## src/rtl/regfile_mp.sv

```systemverilog
// Multi-port register file: 3 async reads, 2 sync writes (port 2 wins), sweep-based clear.
// Optional same-cycle write-to-read forwarding when REGFILE_BYPASS_EN is defined.
module regfile_mp #(
    parameter int unsigned Width = 32,
    parameter int unsigned Depth = 32,
    parameter int unsigned AddrW = 5
) (
    input  logic             clk,
    input  logic             rst_n,
    input  logic             Clear,
    input  logic             RegWrite1,
    input  logic [AddrW-1:0] W1,
    input  logic [Width-1:0] WD1,
    input  logic             RegWrite2,
    input  logic [AddrW-1:0] W2,
    input  logic [Width-1:0] WD2,
    input  logic [AddrW-1:0] R1,
    input  logic [AddrW-1:0] R2,
    input  logic [AddrW-1:0] R3,
    output logic [Width-1:0] RD1,
    output logic [Width-1:0] RD2,
    output logic [Width-1:0] RD3,
    output logic             Busy
);

    typedef enum logic [0:0] {StIdle, StSweep} state_e;

    localparam logic [AddrW-1:0] LastIdx = AddrW'(Depth - 1);

    state_e             state_q;
    logic [AddrW-1:0]   cnt_q;
    logic               busy_q;
    logic [Width-1:0]   mem_q [Depth];

    logic               wr1_en;
    logic               wr2_en;
    logic [AddrW-1:0]   raddr [3];
    logic [Width-1:0]   rdata [3];

    // Entry 0 is hard-wired to read zero, so it is never a legal write/read target.
    function automatic logic in_range(input logic [AddrW-1:0] a);
        return (a != '0) && (32'(a) < Depth);
    endfunction

    assign wr1_en = RegWrite1 && in_range(W1) && !busy_q;
    assign wr2_en = RegWrite2 && in_range(W2) && !busy_q;

    always_ff @(posedge clk) begin
        if (!rst_n) begin
            state_q <= StSweep;
            cnt_q   <= '0;
            busy_q  <= 1'b1;
        end else begin
            case (state_q)
                StSweep: begin
                    if (cnt_q == LastIdx) begin
                        state_q <= StIdle;
                        busy_q  <= 1'b0;
                    end else begin
                        cnt_q <= cnt_q + 1'b1;
                    end
                end
                StIdle: begin
                    if (Clear) begin
                        state_q <= StSweep;
                        cnt_q   <= '0;
                        busy_q  <= 1'b1;
                    end
                end
                default: begin
                    state_q <= StSweep;
                    cnt_q   <= '0;
                    busy_q  <= 1'b1;
                end
            endcase
        end
    end

    // Array is left untouched on the reset edge; the sweep that follows rewrites it.
    always_ff @(posedge clk) begin
        if (rst_n) begin
            if (busy_q) begin
                mem_q[cnt_q] <= Width'(cnt_q);
            end else begin
                if (wr1_en) mem_q[W1] <= WD1;
                if (wr2_en) mem_q[W2] <= WD2;
            end
        end
    end

    assign raddr[0] = R1;
    assign raddr[1] = R2;
    assign raddr[2] = R3;

    always_comb begin
        for (int k = 0; k < 3; k++) begin
            rdata[k] = '0;
            if (!busy_q && in_range(raddr[k])) begin
                rdata[k] = mem_q[raddr[k]];
`ifdef REGFILE_BYPASS_EN
                if (wr1_en && (W1 == raddr[k])) rdata[k] = WD1;
                if (wr2_en && (W2 == raddr[k])) rdata[k] = WD2;
`endif
            end
        end
    end

    assign RD1  = rdata[0];
    assign RD2  = rdata[1];
    assign RD3  = rdata[2];
    assign Busy = busy_q;

endmodule

```

## config.mk

```make
export PLATFORM = sky130hd
export DESIGN_NAME = regfile_mp
export DESIGN_NICKNAME = d
export VERILOG_FILES = /design/src/rtl/regfile_mp.sv
export SDC_FILE = /design/constraint.sdc
export NUM_CORES = 2
export LEC_CHECK = 0
export ABC_AREA = 1
export CELL_PAD_IN_SITES_DETAIL_PLACEMENT = 2
export CELL_PAD_IN_SITES_GLOBAL_PLACEMENT = 2
export CORE_UTILIZATION = 39
export DETAILED_ROUTE_END_ITERATION = 16
export PLACE_DENSITY = 0.83
export SLEW_MARGIN = 20
export SYNTH_ARGS = -nofsm -noshare
export SYNTH_HDL_FRONTEND = slang
export SYNTH_SLANG_ARGS = --single-unit
```

## constraint.sdc

```tcl
create_clock -name clk -period 6.6 [get_ports clk]
set_clock_uncertainty 0.05 [all_clocks]
set_input_delay 1.32 -clock clk [delete_from_list [all_inputs] [get_ports clk]]
set_output_delay 1.32 -clock clk [all_outputs]
set_load 0.01 [all_outputs]
```

## Word-level counts from Yosys, hierarchy flattened

Memory sizes are Yosys's and may differ from the RTL's.
Index checks and enable logic that the tools add are counted.

- Bits in registers: 7
- Bits in latches: 0
- Bits in writable memories: 1024
- ROM bits: 0
- Input bits: 94
- Output and inout port bits: 97
- Logic and storage cells: 52
- Memories: 1

- Add/subtract/negate cells: 1
- $mul: 0
- Div/mod/pow operators: 0
- Order comparisons: 0
- Equal/unequal tests: 4
- Shift operators: 0
- Muxes and demuxes: 26
- Bitwise logic cells: 1
- Reduce and logical (&&, ||, !) cells: 16

Memory list:

| name | depth | width | read ports | clocked after memory_dff | write ports | RTL line | RTL |
|---|---|---|---|---|---|---|---|
| mem_q | 32 | 32 | 3 | 0 | 2 | 33 | `logic [Width-1:0] mem_q [Depth];` |

Operators by type and width:

| operator | number |
|---|---|
| 2-to-1 mux 32 bit | 4 |
| OR reduction 32 bit | 1 |
| nonzero test 5 bit | 5 |
| 2-to-1 mux 1 bit | 16 |
| 2-to-1 mux 5 bit | 3 |
| case mux 5 bit (2 select lines) | 1 |
| logical AND 1 bit | 7 |
| adder 5 x 1 -> 5 bit (second input constant) | 1 |
| == test 5 bit (second input constant) | 1 |
| != test 2 bit (second input constant) | 2 |
| case mux 1 bit (2 select lines) | 2 |
| AND reduction 2 bit | 2 |
| != test 2 x 1 -> 1 bit (second input constant) | 1 |
| zero test 1 bit | 1 |
| NOT 1 bit | 1 |

## Longest topological paths before layout

- Depth after elaboration: 9
- Mapped depth: 12
- Gate-level depth less buffers: 10

## Worst setup path before layout

OpenSTA, ideal clock, no wires.

- Kind: input to output
- From: in R3[3]
- To: out RD3[12]
- Data arrival time: 2.580 ns
- Data required time: 5.230 ns
- Path slack: 2.650 ns
- Cell stages on the path: 8
- Buffers on the path: 3
- Cells stage by stage: clkbuf_1 -> inv_1 -> clkbuf_1 -> buf_1 -> a21oi_1 -> nand3_1 -> nand3_1 -> a21oi_1

- Cells in the longest elaborated chain, start to end: 3
- Elaborated cells on any way between the ends: 4
- Classes of those cells: mux: 1; reduce/logical: 2; memory: 1

RTL lines:

| item | RTL line | RTL |
|---|---|---|
| from (decl) | 19 | `input logic [AddrW-1:0] R3,` |
| parallel branches: the longest is 2 deep, another holds memory (32 x 32 bit) | -- |  |
| 2-to-1 mux 32 bit * | 98 | `if (!busy_q && in_range(raddr[k])) begin` |
| to (decl) | 22 | `output logic [Width-1:0] RD3,` |

Mark *: on every way between the ends.

## Final worst setup path

- From: in R1[0]
- To: out RD1[4]

- Cells in the longest elaborated chain, start to end: 3
- Elaborated cells on any way between the ends: 4
- Classes of those cells: mux: 1; reduce/logical: 2; memory: 1

RTL lines:

| item | RTL line | RTL |
|---|---|---|
| from (decl) | 17 | `input logic [AddrW-1:0] R1,` |
| parallel branches: the longest is 2 deep, another holds memory (32 x 32 bit) | -- |  |
| 2-to-1 mux 32 bit * | 98 |  |
| to (decl) | 20 | `output logic [Width-1:0] RD1,` |

Marked as above.

==> results_dict.tcl <==
set metrics [dict create \
    grt_max_degree 158 \
    async_flop_share 0 \
    dieArea_mm2 0.188 \
    finalCritPeriodShare 0.901 \
    io_buffers 190 \
    post-route-drc-count 0 \
    p_int_mw 11.9 \
    postSynthCellCount 10800 \
    dpl.hpwl_um 247000 \
    die_w_um 434 \
    cp_cell_sequence "buf_8 -> buf_12 -> nand2_1 -> nand3_1 -> nand3_1 -> nand2_1 -> nand3_1 -> a21oi_1 -> clkdlybuf4s50_1" \
    power_density_mw_per_mm2 210 \
    ys_top_cells_by_area "edfxtp_1, nand2_1, nand3_1" \
    grt_pass1_vias 90300 \
    clock-sinks 1031 \
    critical-path-max-stage-delay_ns 0.72 \
    cts_buffers 137 \
    tightest_slew_ns 1.29 \
    p_leak_nw 31.6 \
    synth_common_cells "nand2_1, nand3_1, edfxtp_1, o21ai_0, clkbuf_1" \
    fmax_mhz 168 \
    cap_violations 0 \
    cts_setup_buffers 0 \
    cts_tree "done" \
    crit_family "buffers and inverters" \
    final_layout_size_suffix_gt1_frac 0.0552 \
    final_cells 13000 \
    drt-initial-drc-count 11800 \
    setup_viol 0 \
    start_kind "input pin" \
    synth_top_area_share 0.423 \
    hold_path_class "reg -> reg" \
    ant_nets 0 \
    antenna_found_initial 22 \
    worstPathArrival_ns 4.58 \
    required_ns 5.23 \
    vias 87300 \
    p_comb_frac 0.134 \
    dieHeight_um 434 \
    cts_resized 0 \
    crit_path_top_delay_cell "buf_12" \
    status "finished, final reports clean" \
    maxSlewHeadroom 0.142 \
    rsz0062_at_grt "no" \
    clk_latency_ns 0.83 \
    yosys.area.top_type "edfxtp_1" \
    synth_warnings 0 \
    dp_cells 12700 \
    cp_common_cell "nand3_1" \
    cts_max_level 4 \
    netlist_area_mm2 0.0726 \
    firstDrtPassIters 8 \
    wl_um 450000 \
    ys_seq_elements 1031 \
    vias_per_cell 6.73 \
    area_growth_pct 11.2 \
    ys_seq_area_frac 0.425 \
    grt_first_pass_wirelength_um 634000 \
    wl_per_cell_um 34.7 \
    clk_pin_slew_ns 0.05 \
    cts_buffer_depth 3 \
    hold_viol 0 \
    switching_power_mw 5.10 \
    boundaryPins 191 \
    critPathBufInv 3 \
    switching_share 0.300 \
    synth_cell_types 27 \
    syn-num-nets 10900 \
    nets 10500 \
    cts_hold_buffers 0 \
    core_mm2 0.185 \
    cp-end-kind "output port" \
    drv_slew 0 \
    clockPowerShare 0.443 \
    syn_avg_cell_area_um2 6.72 \
    pwr-share-seq 0.423 \
    min_period_ns 5.95 \
    num_rows 158 \
    worst-setup-path-type "in -> out" \
    path_max_fanout 157 \
    ir_worst_vdd_v 0.000253 \
    overflow 0 \
    synth_most_common_cell "nand2_1" \
    initial_core_util 0.392 \
    setup_tns_ns 0 \
    ys.flop_type "edfxtp_1" \
    cts_root_buffer "clkbuf_16" \
    track_usage 0.467 \
    place.gp.congestion 0.890 \
    synth_edf_count 1024 \
]
==> kinds of logic (layout without fill, tap and decap cells) <==
kind of cell	count (synthesis)	count (layout)	share of synthesized area
simple gates	6938	6938	0.390
flops	1031	1031	0.425
compound gates	1642	1642	0.113
other cells	0	6	0
fa+ha+maj	2	2	0.000345
buf+inv	1198	857	0.0713
==> per-layer routing <==
| layer | up-vias | global-route usage | share of wire |
|---|---|---|---|
| met3 | 1961 | 0.118 | 0.12 |
| li1 | 34900 | - | - |
| met5 | - | 0 | 0.00050 |
| met2 | 6434 | 0.705 | 0.43 |
| met1 | 43900 | 0.572 | 0.36 |
| met4 | 29 | 0.359 | 0.087 |
==> state kept, by name, indices dropped and copies added, names as in the netlist <==
register / flops
Busy: 1
cnt_q: 5
mem_q: 1024
state_q: 1
==> cell usage in the layout, fill, tap and decap left out, types with 39 or more instances in the layout <==
| master | n |
|---|---|
| nand2_1 | 5071 |
| nand3_1 | 1639 |
| edfxtp_1 | 1024 |
| o21ai_0 | 911 |
| a21oi_1 | 483 |
| o21ai_1 | 247 |
| buf_4 | 199 |
| clkdlybuf4s50_1 | 175 |
| inv_1 | 145 |
| clkbuf_16 | 144 |
| nor2_1 | 111 |
| buf_12 | 62 |
| nand2_4 | 39 |
| clkbuf_1 | 39 |
==> worst paths after layout <==
kind,slack (ns),depth (start not counted),endpoint,startpoint
max reg2reg,1.71,9,mem_q[2][18],Busy
min,0.44,3,Busy,state_q
min reg2reg,0.44,3,Busy,state_q
max,0.65,9,RD1[4],R1[0]
==> worst reg2reg max path, delay by kind of cell, from the launching register on <==
kind	cells	cell delay, ns
buffers and inverters	2	1.17
AND/OR/NAND/NOR	6	2.71
flip-flops	1	0.34
AO/OA/AOI/OAI	1	0.28
==> stage by stage <==
step	area, um2	setup slack (ns)	power (mW)	util	hold WS, ns
after floorplan	72600	2.65	8.46	-	0.396
after global placement	76500	0.882	9.39	0.413	0.411
after detailed placement	76500	0.855	9.46	0.413	0.428
after CTS	80800	0.834	16.8	0.436	0.441
after global routing	80800	0.760	17.2	0.436	0.483
final	80800	0.654	17.0	0.436	0.440
==> layout make-up <==
type / instances / area, um2
inverters: 164 / 687
clock buffers: 187 / 3800
repair buffers: 446 / 4620
well taps: 2480 / 3100
flip-flops and latches: 1031 / 30900
diodes: 6 / 15.0
fillers: 22000 / 104000
clock inverters: 60 / 448
multi-input cells: 8582 / 37200
==> power by group through the flow <==
stage               Clock (mW)  Combinational [mW]  Sequential (mW)
detailed placement           0                2.14             7.32
global route              7.69                2.31             7.18
floorplan                    0                1.16             7.31
global placement             0                2.07             7.31
CTS                       7.46                2.16             7.18
finish                    7.51                2.28             7.18
(Power assumes the default switching activity.)
